### src/rtl/coin_conditioner.sv
// Coin-path front-end: synchronizes, debounces and validates the three coin sensors, one pulse per coin.
// Define COIN_CONDITIONER_STATS_EN to add saturating accepted_count / rejected_count outputs.
module coin_conditioner #(
    parameter int unsigned DEBOUNCE_CYCLES = 4,
    parameter int unsigned LOCKOUT_CYCLES  = 8
) (
    input  logic       clk,
    input  logic       reset,
    input  logic       raw_5,
    input  logic       raw_10,
    input  logic       raw_25,
    input  logic       enable,
    output logic       coin_5,
    output logic       coin_10,
    output logic       coin_25,
    output logic       reject,
    output logic       busy
`ifdef COIN_CONDITIONER_STATS_EN
    ,
    output logic [7:0] accepted_count,
    output logic [7:0] rejected_count
`endif
);

    localparam int unsigned CNT_W   = 8;
    localparam int unsigned ST_W    = 3;
    localparam int unsigned COIN_W  = 3;
    localparam int unsigned PULSE_W = 4;

    localparam logic [ST_W-1:0] ST_IDLE     = 3'd0;
    localparam logic [ST_W-1:0] ST_DEBOUNCE = 3'd1;
    localparam logic [ST_W-1:0] ST_EMIT     = 3'd2;
    localparam logic [ST_W-1:0] ST_WAIT_REL = 3'd3;
    localparam logic [ST_W-1:0] ST_LOCKOUT  = 3'd4;

    localparam logic [CNT_W-1:0] DEB_LAST  = CNT_W'(DEBOUNCE_CYCLES - 1);
    localparam logic [CNT_W-1:0] LOCK_LAST = CNT_W'(LOCKOUT_CYCLES - 1);

    logic [COIN_W-1:0]  sync1_q;
    logic [COIN_W-1:0]  s_q;
    logic [ST_W-1:0]    state_q, state_d;
    logic [COIN_W-1:0]  pattern_q, pattern_d;
    logic [CNT_W-1:0]   cnt_q, cnt_d;
    logic [PULSE_W-1:0] pulse_q, pulse_d;
    logic               busy_q, busy_d;

    // Two-flop synchronizer on the raw sensor levels
    always_ff @(posedge clk or negedge reset) begin
        if (!reset) begin
            sync1_q <= '0;
            s_q     <= '0;
        end else begin
            sync1_q <= {raw_25, raw_10, raw_5};
            s_q     <= sync1_q;
        end
    end

    always_ff @(posedge clk or negedge reset) begin
        if (!reset) begin
            state_q   <= ST_IDLE;
            pattern_q <= '0;
            cnt_q     <= '0;
            pulse_q   <= '0;
            busy_q    <= 1'b0;
        end else begin
            state_q   <= state_d;
            pattern_q <= pattern_d;
            cnt_q     <= cnt_d;
            pulse_q   <= pulse_d;
            busy_q    <= busy_d;
        end
    end

    // Pulse is registered on the DEBOUNCE->EMIT edge so it coincides with the EMIT cycle
    always_comb begin
        state_d   = state_q;
        pattern_d = pattern_q;
        cnt_d     = cnt_q;
        pulse_d   = '0;
        case (state_q)
            ST_IDLE: begin
                if (s_q != '0) begin
                    pattern_d = s_q;
                    cnt_d     = CNT_W'(1);
                    state_d   = ST_DEBOUNCE;
                end
            end
            ST_DEBOUNCE: begin
                if (s_q != pattern_q) begin
                    state_d = ST_IDLE;
                end else if (cnt_q == DEB_LAST) begin
                    state_d = ST_EMIT;
                    if (enable && $onehot(pattern_q)) begin
                        pulse_d = {1'b0, pattern_q};
                    end else begin
                        pulse_d = 4'b1000;
                    end
                end else begin
                    cnt_d = cnt_q + CNT_W'(1);
                end
            end
            ST_EMIT: begin
                state_d = ST_WAIT_REL;
            end
            ST_WAIT_REL: begin
                if (s_q == '0) begin
                    cnt_d   = '0;
                    state_d = ST_LOCKOUT;
                end
            end
            ST_LOCKOUT: begin
                if (cnt_q == LOCK_LAST) begin
                    cnt_d   = '0;
                    state_d = ST_IDLE;
                end else begin
                    cnt_d = cnt_q + CNT_W'(1);
                end
            end
            default: begin
                state_d = ST_IDLE;
            end
        endcase
        busy_d = (state_d != ST_IDLE);
    end

    assign coin_5  = pulse_q[0];
    assign coin_10 = pulse_q[1];
    assign coin_25 = pulse_q[2];
    assign reject  = pulse_q[3];
    assign busy    = busy_q;

`ifdef COIN_CONDITIONER_STATS_EN
    logic [CNT_W-1:0] acc_q, acc_d;
    logic [CNT_W-1:0] rej_q, rej_d;

    // Saturating counters advance on the same edge that raises the pulse
    always_comb begin
        acc_d = acc_q;
        rej_d = rej_q;
        if ((pulse_d[2:0] != '0) && (acc_q != '1)) begin
            acc_d = acc_q + CNT_W'(1);
        end
        if (pulse_d[3] && (rej_q != '1)) begin
            rej_d = rej_q + CNT_W'(1);
        end
    end

    always_ff @(posedge clk or negedge reset) begin
        if (!reset) begin
            acc_q <= '0;
            rej_q <= '0;
        end else begin
            acc_q <= acc_d;
            rej_q <= rej_d;
        end
    end

    assign accepted_count = acc_q;
    assign rejected_count = rej_q;
`endif

endmodule

### config.mk
export PLATFORM = sky130hd
export DESIGN_NAME = coin_conditioner
export DESIGN_NICKNAME = d
export VERILOG_FILES = /design/src/rtl/coin_conditioner.sv
export SDC_FILE = /design/constraint.sdc
export NUM_CORES = 1
export LEC_CHECK = 0
export CAP_MARGIN = 30
export CELL_PAD_IN_SITES_DETAIL_PLACEMENT = 1
export CELL_PAD_IN_SITES_GLOBAL_PLACEMENT = 2
export CORE_MARGIN = 2
export CORE_UTILIZATION = 36
export CTS_CLUSTER_SIZE = 30
export DETAILED_ROUTE_END_ITERATION = 8
export PLACE_DENSITY = 0.85
export SYNTH_ARGS = -nofsm -noshare
export SYNTH_HDL_FRONTEND = slang
export SYNTH_SLANG_ARGS = --single-unit
### constraint.sdc
create_clock -name clk -period 3.16 [get_ports clk]
set_clock_uncertainty 0.15 [all_clocks]
set_input_delay 0.79 -clock clk [delete_from_list [all_inputs] [get_ports clk]]
set_output_delay 0.79 -clock clk [all_outputs]
set_load 0.01 [all_outputs]
After elaboration in Yosys (flattened, before gate mapping)
Index checks and enable logic that the tools add are counted.
{"block": "word_totals", "in_bits": 6, "ff_bits": 25}
{"block": "classes", "eq_ne": 12, "n_reduce_logical": 8, "muxes": 16, "add_sub_neg": 3}
{"operator": "$mux 8", "count": 5}
{"operator": "$pmux 8 s4", "count": 1}
{"operator": "$mux 4", "count": 4}
{"operator": "$mux 3", "count": 5}
{"operator": "$pmux 3 s5", "count": 1}
{"operator": "$add 8x1->8 const B", "count": 1}
{"operator": "$eq 8x2->1 const B", "count": 1}
{"operator": "$eq 8x3->1 const B", "count": 1}
{"operator": "$ne 2x2->1 const B", "count": 4}
{"operator": "$eq 3x2->1 const B", "count": 2}
{"operator": "$logic_not 3->1", "count": 2}
{"operator": "$reduce_bool 3->1", "count": 2}
{"operator": "$reduce_and 5->1", "count": 1}
{"operator": "$reduce_bool 4->1", "count": 1}
{"operator": "$eq 3x1->1 const B", "count": 1}
{"operator": "$eq 3x3->1 const B", "count": 1}
{"operator": "$ne 3x3->1", "count": 1}
{"operator": "$add 1x1->2", "count": 1}
{"operator": "$add 2x1->2", "count": 1}
{"operator": "$eq 2x1->1 const B", "count": 1}
{"operator": "$reduce_and 2->1", "count": 1}
{"operator": "$logic_and 1x1->1", "count": 1}

Logic depth before layout (Yosys ltp)
{"block": "logic_depth", "depth_word": 8, "ltp_mapped": 7, "depth_no_buf": 6}

Least setup slack after synthesis
OpenSTA, ideal clock, no wires.
{"block": "synth_timing", "kind": "reg-to-reg", "startpoint": "register cnt_q[3]", "endpoint": "register cnt_q[2]", "setup_ns": 0.121, "period_less_slack_ns": 2.262, "path_stages_with_launch": 7, "arrival_time_ns": 1.991, "setup_slack_ns": 0.898, "path_cell_list": "dfrtp_1 > or4_4 > or3_1 > a211oi_2 > buf_6 > o21ai_1 > a22o_1"}
{"block": "synth_via", "elab_chain_len": 3, "elab_cells_between_ends": 6}
{"element": "from (decl)", "line": "43", "rtl": "logic [CNT_W-1:0] cnt_q, cnt_d;"}
{"element": "from (signal assigned)", "line": "68", "rtl": "cnt_q <= cnt_d;"}
{"element": "$eq 8x3->1 / $eq 8x2->1 (equally long branches)", "line": "112, 91"}
{"element": "$mux 8 / $ne 2x2->1 (equally long branches)"}
{"element": "$pmux 8 s4 / $reduce_and 5->1 (equally long branches)"}
Several ways; a longest one is shown, not always the timed one.
A chain may end at the register's enable or synchronous reset.

Worst setup path after layout
Same ends and word-level chain as after synthesis.

==> flow_summary.ini <==
[timing]
period_share_pct = 83.3
timing.setup.tns_ps = 0
finalHoldViolCount = 0
worstMarginPinSlew_ps = 473
finalMaxSlewViolations = 0
hold_slack_ps = 225
slew_headroom_pct = 68.3
period_needed_ps = 2630
setup_violations = 0
rsz0062_at_grt = false
clock.fmax_mhz = 380

[cts]
cts.clk_slew.worst_paths_ps = 140
htree_num_levels = 1
cts_max_path_buffers = 2
root_buffer = clkbuf_4
cts_resized = 0
postCtsHoldBufs = 0
cts_tree = yes
cts.sinks = 25
cts_made_buffers = 3
post-cts-setup-buffers = 0
clock_latency_ps = 330

[synthesis]
synth_top_family_by_area = simple AND/OR/NAND/NOR gates
synth_nets = 123
synth_edf_count = 0
yosys.area_share.xor_xnor_pct = 2.91
netlist_area_sq_mm = 0.00120
synth_top_cell_area_share_pct = 51.9
synthCells = 115
synth_area_leaders = dfrtp_1 52%, nand2_1 4.7%, nor3_1 2.9%
synth-simple-area-share_pct = 22.2
ys_async_sr_fraction_pct = 100
synth-seq-cells = 25
synth_ff_type = dfrtp_1
yosysSeqAreaShare_pct = 51.9
syn_area_per_cell_sq_um = 10.5
synth_compound_area_share_pct = 14.6
yosys.area_share.adder_pct = 3.53
synth_cell_types = 39
synthMuxAreaShare_pct = 0.935
yosys.area.top_type = dfrtp_1
synth_warnings = 0

[final_layout]
final_nets = 138
n_antenna_cell = 0
finish.utilization_pct = 42.6
final_cell_mix = 25 x dfrtp_1, 15 x nand2_1, 10 x clkdlybuf4s50_1, 7 x nor3_1
syn_to_final_growth_pct = 16.1
drive_gt1_share_pct = 11.6
final_common_cell = dfrtp_1
final_cell_area_sq_mm = 0.00140

[power]
switching_share_pct = 40.4
p_per_area_mw_per_mm2 = 754
ir_drop_uv = 268
p_int_mw = 0.629
p_comb_share_pct = 42.1
total_leakage_power_nw = 0.598
seq_power_share_pct = 43.5
switching_power_mw = 0.426
power.clock.fraction_pct = 14.5

[global_route]
antenna_found_initial = 0
grt_pass1_wl_mm = 4.28
grt_remaining_overflow = 0
grt_max_degree = 26
grt_pass1_vias = 924
grt_usage_pct = 15.9

[route]
drcViolationCount = 0
wire_per_inst_um = 14.7
drt_wl_total_mm = 2.58
viasPerCell = 5.16
vias = 903
drt_first_pass_iters = 4
drt_iter0_markers = 21
ant_nets = 0

[setup_path]
reg2reg_depth = 6
path_max_fanout = 7
end_kind = flip-flop
worst-setup-path-type = flip-flop to flip-flop
arrival_ps = 2720
cp.required_ps = 3250
start_kind = flip-flop

[die]
placeableCoreArea_sq_mm = 0.00328
dieArea_sq_mm = 0.00383
dieWidth_um = 61.9
row_count = 21
start_util_pct = 36.7
num_io_pins = 11
dieHeight_um = 61.9

[placed_design]
port_buffers = 10
place_area_sq_mm = 0.00137
detailed_place_hpwl_mm = 1.98
place.gp.congestion = 0.741

[job]
drv_cap = 0

[worst_hold_path]
hold_depth = 0
hold_path_class = flip-flop to flip-flop

[run_status]
status = complete, no violations
routing by layer:
| metal | vias to the layer above | share of wire (%) | track usage (%) |
|---|---|---|---|
| met1 | 444 | 46 | 20.3 |
| met4 | 0 | 2.7 | 8.21 |
| met5 | - | 0 | 0 |
| li1 | 440 | - | - |
| met2 | 12 | 49 | 25.4 |
| met3 | 7 | 2.3 | 3.31 |
per-stage QoR:
| stage | total power, mW | setup slack, ps | std cells |
|---|---|---|---|
| after detailed placement | 0.915 | 566 | 171 |
| after CTS | 1.07 | 531 | 175 |
| final | 1.06 | 527 | 175 |
| after global routing | 1.14 | 429 | 175 |
| after floorplan | 0.792 | 898 | 115 |
| after global placement | 0.888 | 608 | 171 |
power groups by stage:
| stage | clock, mW | combinational (mW) | sequential (mW) |
|---|---|---|---|
| detailed placement | 0 | 0.450 | 0.465 |
| CTS | 0.160 | 0.453 | 0.458 |
| global route | 0.171 | 0.503 | 0.470 |
| finish | 0.153 | 0.444 | 0.458 |
| global placement | 0 | 0.430 | 0.457 |
| floorplan | 0 | 0.362 | 0.430 |
cell type report:
class,instances,area [sq um]
tap,46,57.6
inverter,6,22.5
clock buffer,3,22.5
clock inverter,1,7.51
fill,374,1890
multi-input combinational,80,533
sequential,25,626
timing repair buffer,14,130
synthesized netlist by cell type (all sizes together), types with 3 or more instances:
master / n
a21oi: 3
a22o: 3
and3: 4
dfrtp: 25
inv: 6
nand2: 15
nand2b: 3
nand3: 6
nor3: 7
o21ai: 7
o31ai: 4
xor2: 3
worst max-delay path, cell delays in order, from the launching register on:
cell	delay, ps
dfrtp_1	460
or4_4	590
or3_1	400
a211oi_2	440
buf_4	220
o21ai_1	70
a22o_1	200
sequential cells by signal, indices dropped and copies added (netlist names):
signal,count
cnt_q,8
busy,1
pattern_q,3
pulse_q,4
sync1_q,3
state_q,3
s_q,3
cell families (layout without fill, tap and decap cells):
group           after synthesis  count (layout)
simple gates                 47              47
buf+inv                      10              24
xor+xnor                      4               4
compound gates               25              25
mux                           1               1
fa+ha+maj                     3               3
flops                        25              25
final timing paths:
kind | from | endpoint | slack [ps]
setup reg to reg | cnt_q[3] | cnt_q[2] | 530
hold / removal | sync1_q[0] | s_q[0] | 220
setup / recovery | cnt_q[3] | cnt_q[2] | 530
max in group asynchronous | reset | pattern_q[0] | 1980
min in group asynchronous | reset | cnt_q[5] | 640
hold reg to reg | sync1_q[0] | s_q[0] | 220
Power figures use the tool's default switching activity.
